`config.mk`:
```
export PLATFORM = sky130hd
export DESIGN_NAME = bsg_downstream_token_and_data
export DESIGN_NICKNAME = d
export VERILOG_FILES = /design/src/rtl/bsg_downstream_token_and_data.sv
export SDC_FILE = /design/constraint.sdc
export NUM_CORES = 1
export LEC_CHECK = 0
export BUFFER_PORTS_ARGS = -buffer_cell sky130_fd_sc_hd__buf_2
export CAP_MARGIN = 15
export CORE_ASPECT_RATIO = 0.7
export CORE_UTILIZATION = 56
export CTS_CLUSTER_SIZE = 20
export DETAILED_ROUTE_END_ITERATION = 8
export HOLD_SLACK_MARGIN = 0.12
export PLACE_DENSITY_LB_ADDON = 0.12
export SYNTH_ARGS = -nofsm -noshare
export SYNTH_HDL_FRONTEND = slang
export SYNTH_SLANG_ARGS = --single-unit
```
`constraint.sdc`:
```
create_clock -name clk -period 5.5 [get_ports clk]
set_input_delay 0.55 -clock clk [delete_from_list [all_inputs] [get_ports clk]]
set_output_delay 0.55 -clock clk [all_outputs]
set_load 0.02 [all_outputs]
```
`src/rtl/bsg_downstream_token_and_data.sv`:
```
// rtl/bsg_downstream_token_and_data.sv - link receive side: beat reassembly, word FIFO, credit token return
// Optional beat parity checking is built only when BSG_DOWNSTREAM_PARITY_EN is defined.
module bsg_downstream_token_and_data #(
    parameter int CH_WIDTH    = 8,
    parameter int CORE_WIDTH  = 64,
    parameter int FIFO_DEPTH  = 16,
    parameter int TOKEN_BATCH = 8
) (
    input  logic                  clk,
    input  logic                  rst_n,
    input  logic                  io_valid_in,
    input  logic [CH_WIDTH-1:0]   io_data_in_ch0,
    input  logic [CH_WIDTH-1:0]   io_data_in_ch1,
    input  logic                  io_parity_in,
    output logic                  io_token_out,
    output logic [CORE_WIDTH-1:0] core_data_out,
    output logic                  core_valid_out,
    input  logic                  core_ready_in,
    output logic                  overflow_err,
    output logic                  parity_err
);

    localparam int BEAT_W     = 2 * CH_WIDTH;
    localparam int BEATS      = CORE_WIDTH / BEAT_W;
    localparam int BEAT_IDX_W = (BEATS > 1) ? $clog2(BEATS) : 1;
    localparam int ADDR_W     = $clog2(FIFO_DEPTH);
    localparam int PTR_W      = ADDR_W + 1;
    localparam int POP_W      = $clog2(TOKEN_BATCH) + 1;

    logic [BEAT_IDX_W-1:0] beat_cnt;
    logic [CORE_WIDTH-1:0] asm_word;
    logic                  push_pending;
    logic [BEAT_W-1:0]     beat;

    logic [CORE_WIDTH-1:0] mem [FIFO_DEPTH];
    logic [PTR_W-1:0]      wr_ptr;
    logic [PTR_W-1:0]      rd_ptr;
    logic                  fifo_empty;
    logic                  fifo_full;
    logic                  do_pop;
    logic                  do_push;
    logic                  drop;

    logic [POP_W-1:0]      pop_cnt;
    logic                  token_q;
    logic                  overflow_q;

    assign beat = {io_data_in_ch1, io_data_in_ch0};

    // Beat assembly: the completed word is handed to the FIFO one cycle after its last beat.
    always_ff @(posedge clk or negedge rst_n) begin
        if (!rst_n) begin
            beat_cnt     <= '0;
            asm_word     <= '0;
            push_pending <= 1'b0;
        end else begin
            push_pending <= 1'b0;
            if (io_valid_in) begin
                asm_word[32'(beat_cnt) * BEAT_W +: BEAT_W] <= beat;
                if (beat_cnt == BEAT_IDX_W'(BEATS - 1)) begin
                    beat_cnt     <= '0;
                    push_pending <= 1'b1;
                end else begin
                    beat_cnt <= beat_cnt + BEAT_IDX_W'(1);
                end
            end
        end
    end

    assign fifo_empty = (wr_ptr == rd_ptr);
    assign fifo_full  = (wr_ptr[ADDR_W] != rd_ptr[ADDR_W]) &&
                        (wr_ptr[ADDR_W-1:0] == rd_ptr[ADDR_W-1:0]);
    assign do_pop     = !fifo_empty && core_ready_in;
    // A pop in the same cycle frees the slot, so a full FIFO can still accept the word.
    assign do_push    = push_pending && (!fifo_full || do_pop);
    assign drop       = push_pending && fifo_full && !do_pop;

    always_ff @(posedge clk) begin
        if (do_push) begin
            mem[wr_ptr[ADDR_W-1:0]] <= asm_word;
        end
    end

    always_ff @(posedge clk or negedge rst_n) begin
        if (!rst_n) begin
            wr_ptr <= '0;
            rd_ptr <= '0;
        end else begin
            if (do_push) begin
                wr_ptr <= wr_ptr + PTR_W'(1);
            end
            if (do_pop) begin
                rd_ptr <= rd_ptr + PTR_W'(1);
            end
        end
    end

    assign core_valid_out = !fifo_empty;
    assign core_data_out  = fifo_empty ? '0 : mem[rd_ptr[ADDR_W-1:0]];

    // Credit return: one pulse per TOKEN_BATCH words consumed by the core.
    always_ff @(posedge clk or negedge rst_n) begin
        if (!rst_n) begin
            pop_cnt <= '0;
            token_q <= 1'b0;
        end else begin
            token_q <= 1'b0;
            if (do_pop) begin
                if (pop_cnt == POP_W'(TOKEN_BATCH - 1)) begin
                    pop_cnt <= '0;
                    token_q <= 1'b1;
                end else begin
                    pop_cnt <= pop_cnt + POP_W'(1);
                end
            end
        end
    end

    assign io_token_out = token_q;

    always_ff @(posedge clk or negedge rst_n) begin
        if (!rst_n) begin
            overflow_q <= 1'b0;
        end else if (drop) begin
            overflow_q <= 1'b1;
        end
    end

    assign overflow_err = overflow_q;

`ifdef BSG_DOWNSTREAM_PARITY_EN
    logic parity_q;

    // Odd parity: the XOR of both channels and the parity bit must be 1.
    always_ff @(posedge clk or negedge rst_n) begin
        if (!rst_n) begin
            parity_q <= 1'b0;
        end else if (io_valid_in && !(^{beat, io_parity_in})) begin
            parity_q <= 1'b1;
        end
    end

    assign parity_err = parity_q;
`else
    assign parity_err = 1'b0 & io_parity_in;
`endif

endmodule

```
# == Yosys cells after proc, flatten, opt, wreduce, memory -nomap -nowiden ==
# Memory sizes are Yosys's and may differ from the RTL's.
# Index checks and enable logic that the tools add are counted.
# word_totals
register_bits,83
ramBits,1024
input_bits,21
output_inout_bits,68
elab_cells,40
mem_count,1
# op_classes
addsub,5
eq_ne,5
n_shift,2
n_mux,10
n_reduce_logical,9
# mem_list
name,depth,width,read_ports,rd_clocked_by_memory_dff,wr,line_no,source
mem,16,64,1,0,1,35,logic [CORE_WIDTH-1:0] mem [FIFO_DEPTH];
# op_table
cell,count
$bwmux W64,1
$mux W64,1
$shift A16 B34 Y64 const A,1
$shiftx A16 B34 Y64,1
$neg A6 Y34,1
$add A5 B1 Y5 const B,2
$mux W1,6
$eq A5 B5 Y1,1
$logic_and A1 B1 Y1,5
$add A4 B1 Y4 const B,1
$eq A4 B3 Y1 const B,1
$eq A4 B4 Y1,1
$mux W4,1
$logic_not A1 Y1,3
$add A2 B1 Y2 const B,1
$eq A2 B2 Y1 const B,1
$mux W2,1
$logic_or A1 B1 Y1,1
$ne A1 B1 Y1,1

# == Depth between registers and ports, before layout ==
# logic_depth
depth_word,7
ltp_mapped,7
mapped_depth_nobuf,5

# == Worst setup path after synthesis ==
# Ideal clock, no wire load.
# synth_path
path_kind,input port to flip-flop
startpoint,input core_ready_in
endpoint,memory mem[3][0] (enable)
setup_time_ps,565
t_arrival_ps,5449
t_required_ps,4935
slack_ps,-514
path_stages,4
n_path_buf,1
cell_sequence,clkbuf_1 -> or2_1 -> o211ai_1 -> nor3_1
# synth_between
elab_chain_len,5
# synth_lines
element,line_no,source
"start, declared",18,"input logic core_ready_in,"
$logic_and A1 B1 Y1,73,assign do_pop = !fifo_empty && core_ready_in;
$logic_or A1 B1 Y1,75,assign do_push = push_pending && (!fifo_full || do_pop);
$logic_and A1 B1 Y1,75,
$mux W1,79,if (do_push) begin
$mux W1 (implied by the code),80,mem[wr_ptr[ADDR_W-1:0]] <= asm_word;
"end, declared",35,
# Every way passes these cells.

# == Final worst setup path ==
# layout_path
startpoint,register rd_ptr[1]
endpoint,output core_data_out[5]
# layout_between
elab_chain_len,2
word_cells_on_any_way,3
classes_between,1 x eq/ne; 1 x mux; 1 x memory
# layout_lines
element,line_no,source
"start, declared",37,logic [PTR_W-1:0] rd_ptr;
"start signal, assigned",93,rd_ptr <= rd_ptr + PTR_W'(1);
$mem_v2 Z16 W64 or $eq A5 B5 Y1 (tied branches),--,
$mux W64 *,99,assign core_data_out = fifo_empty ? '0 : mem[rd_ptr[ADDR_W-1:0]];
"end, declared",16,"output logic [CORE_WIDTH-1:0] core_data_out,"
# Every way passes the cells marked *; elsewhere a longest branch is shown, timed or not.

==> results by group <==
Logic synthesis
  • Main combinational cell family by area after synthesis: multiplexers
  • Most instantiated library cell after synthesis: edfxtp_1
  • Syn. warnings: 0
  • Yosys reg bits: 1107
  • Synth top cells by count: edfxtp_1, mux4_2, a22oi_1
  • Post-synthesis compound-gate area fraction: 4.609%
  • Synth area leaders: edfxtp_1, mux4_2, dfrtp_1
  • Mapped Avg Cell Area: 22.86 um^2
  • Post-Synth XOR/XNOR Area: 0.3108%
  • Main flop type after synthesis: edfxtp_1
  • Cell area after synthesis: 0.04186 mm^2
  • Post-synth EDFFs: 1024
  • Fraction of registers with async set or reset after synthesis: 7.498%
  • Synth Instances: 1831
  • Seq/Total Area, Yosys: 78.41%
  • Post-synth top area cell: edfxtp_1
  • Adder-cell share of the synthesized area: 0.3586%
  • Post-synth cell types: 39
  • Top-area cell type share of the netlist area: 73.45%
  • Post-Syn Nets: 1864
  • Simple-gate share of the synthesized area: 0.8279%
  • Mux contribution to synthesized area: 13.91%

Detailed routing
  • Total number of vias: 19730
  • Via density: 6.529
  • ANT nets after route: 0
  • Drt drc: 9
  • Wire per inst: 31.62 um
  • Final wirelength: 95560 um
  • First-pass DRT Iterations: 8
  • Drt initial violations: 2190

STA
  • Max Fclk: 234.6 MHz
  • Final Setup Violations: 0
  • Skew final: 0.02558 ns
  • Final hold violations: 0
  • Slew Limit Fails: 0
  • Max-slew headroom: 20.48%
  • Actual slew at the worst max-slew pin: 1.184 ns
  • Period utilisation layout: 77.52%
  • Post-layout min period: 4.263 ns
  • Unrepaired setup endpoints after global routing: no
  • Hold_ws: 0.2078 ns
  • Setup_tns: 0 ns

Setup path
  • Crit end category: primary output
  • CP max FO: 52
  • CP startpoint kind: flip-flop
  • Worst Setup Path Type: flip-flop to primary output
  • WP data required: 4.95 ns
  • Worst EP arrival: 3.71 ns

Global routing
  • Initial antenna violation count: 6
  • Gr ovfl total: 0
  • Vias in the first global route: 20310
  • Total track usage: 25.93%
  • Global-route wire length before repair: 138900 um
  • Largest net degree at the start of global routing: 99

Outcome
  • Status: complete, but fails checks
  • Failing checks: DRC

Floorplanning
  • Cell row count: 83
  • Die Area: 0.07587 mm^2
  • Starting density of the core: 56.86%
  • Die Wd: 328.8 um
  • I/O Pins: 89
  • Die H: 230.8 um
  • Core area: 0.07363 mm^2

Flow run
  • Max-cap violations: 0

Clock network
  • Clock Tree Root: clkbuf_16
  • Num Clock Sinks: 1107
  • Latest clock arrival within the worst-skew pair: 0.68 ns
  • Worst-path clk slew: 0.06 ns
  • H-tree depth: 3
  • Clk buf depth: 3
  • TritonCTS clock tree: yes
  • Post-CTS setup buffers: 0
  • CTS buffer count: 99

Power and ir drop
  • Leakage power: 15.35 nW
  • Power Density: 538.3 mW/mm^2
  • Worst VDD drop: 0.4011 mV

Placement
  • PortBufs: 86
  • Final Wtd Congestion: 0.7303
  • Detailed Place HPWL: 49210 um

Finish
  • Sequential cell area: 0.03283 mm^2
  • Fin nets: 1992
  • Layout cells sized above 1: 28.06%
  • Area grow syn2layout: 11.61%
  • Area occupied by multi-input gates: 0.008498 mm^2
  • FILL cells: 4907

Hold path
  • Hold crit path type: input pin to flip-flop
[what timing repair did]
action / in CTS / in global routing
resized for setup: 0 / 0
hold buffers: 1 / 0
hold endpoints to repair: 38 / 0
[sequential cells by signal, indices dropped and copies added (netlist names)]
| register | count |
|---|---|
| pop_cnt | 4 |
| io_token_out | 1 |
| beat_cnt | 2 |
| mem | 1024 |
| push_pending | 1 |
| rd_ptr | 5 |
| asm_word | 64 |
| wr_ptr | 5 |
| overflow_err | 1 |
[layout by cell type (no fill, tap or decap), drive strengths merged]
cell and count:
a31o 1, and3 14, o211ai 2, mux4 256, a21oi 69, ha 12, a21boi 1, buf 135
xnor2 10, nand3 2, clkbuf 137, diode 3, nand4 3, clkinvlp 2, xor2 4, clkinv 32
nor4b 3, nand2 8, inv 13, dlygate4sd3 1, edfxtp 1024, and2 3, o21ai 3, nor2 7
dfrtp 83, bufinv 8, a22o 64, or2 1, a22oi 128, mux2 5, nor4 1, o2111ai 1
nor3 2, nor2b 5, conb 1, and4 1
[critical path: stages (launching register included)]
cell	delay, ns
dfrtp_4	1.00
buf_4	0.79
mux4_2	0.36
a22oi_1	0.09
a21oi_1	0.49
buf_2	0.26
[through the flow]
step | power [W] | utilization (%) | std cells | setup WS, ns | instance area (um^2)
3_3_place_gp | 0.01839 | 59.06 | 2834 | 1.692 | 43490
6_report | 0.02515 | 63.46 | 3022 | 1.237 | 46720
2_1_floorplan | 0.01622 | - | 1831 | 1.055 | 41870
5_1_grt | 0.02609 | 63.45 | 3019 | 1.196 | 46710
4_1_cts | 0.02534 | 63.45 | 3019 | 1.173 | 46710
3_5_place_dp | 0.01853 | 59.06 | 2834 | 1.590 | 43490
[cell families after synthesis]
logic type | count (synthesis)
other | 1
AOI/OAI and AO/OA | 269
muxes | 261
and+or+nand+nor | 50
DFF | 1107
xor gates and xnor gates | 14
buffers and inverters | 117
adders and majority gates | 12
[where the power goes]
group	switching [W]	leakage, nW	total, W	internal, W
Combinational	0.00391	3.20	0.00678	0.00287
Sequential	0.00103	10.6	0.0115	0.0105
Clock	0.00300	1.58	0.00688	0.00388
Total	0.00793	15.4	0.0252	0.0172
[routing by layer]
layer | routed length (um) | up-vias | GRT usage (%)
met2 | 46670 | 793 | 41.63
met1 | 39320 | 10710 | 37.29
met3 | 7293 | 132 | 4.288
met4 | 2276 | 0 | 7.413
li1 | - | 8100 | -
met5 | 0 | - | 0
[area by class of cell]
class | instances | share of cell area [%]
inverters | 8 | 0.06963
clock inverters | 47 | 0.9962
diodes | 3 | 0.01607
multi-input cells | 607 | 18.19
repair buffers | 136 | 1.950
clock buffers | 137 | 5.889
flip-flops and latches | 1107 | 70.27
well taps | 977 | 2.616
[final timing paths]
kind                                          startpoint                  endpoint  slack, ns  depth (start not counted)
worst max-delay path               rd_ptr[1]$_DFFE_PN0N_          core_data_out[5]       1.24                          5
worst min-delay path                         io_valid_in   beat_cnt[0]$_DFFE_PN0P_       0.21                          2
worst max register to register     rd_ptr[1]$_DFFE_PN0N_      mem[8][48]$_DFFE_PP_       1.57                          5
worst min register to register  overflow_err$_DFFE_PN0P_  overflow_err$_DFFE_PN0P_       0.49                          1
max in group asynchronous                          rst_n     rd_ptr[0]$_DFFE_PN0N_       3.82                          3
min in group asynchronous                          rst_n  asm_word[19]$_DFFE_PN0P_       0.48                          2
(Power assumes the default switching activity.)
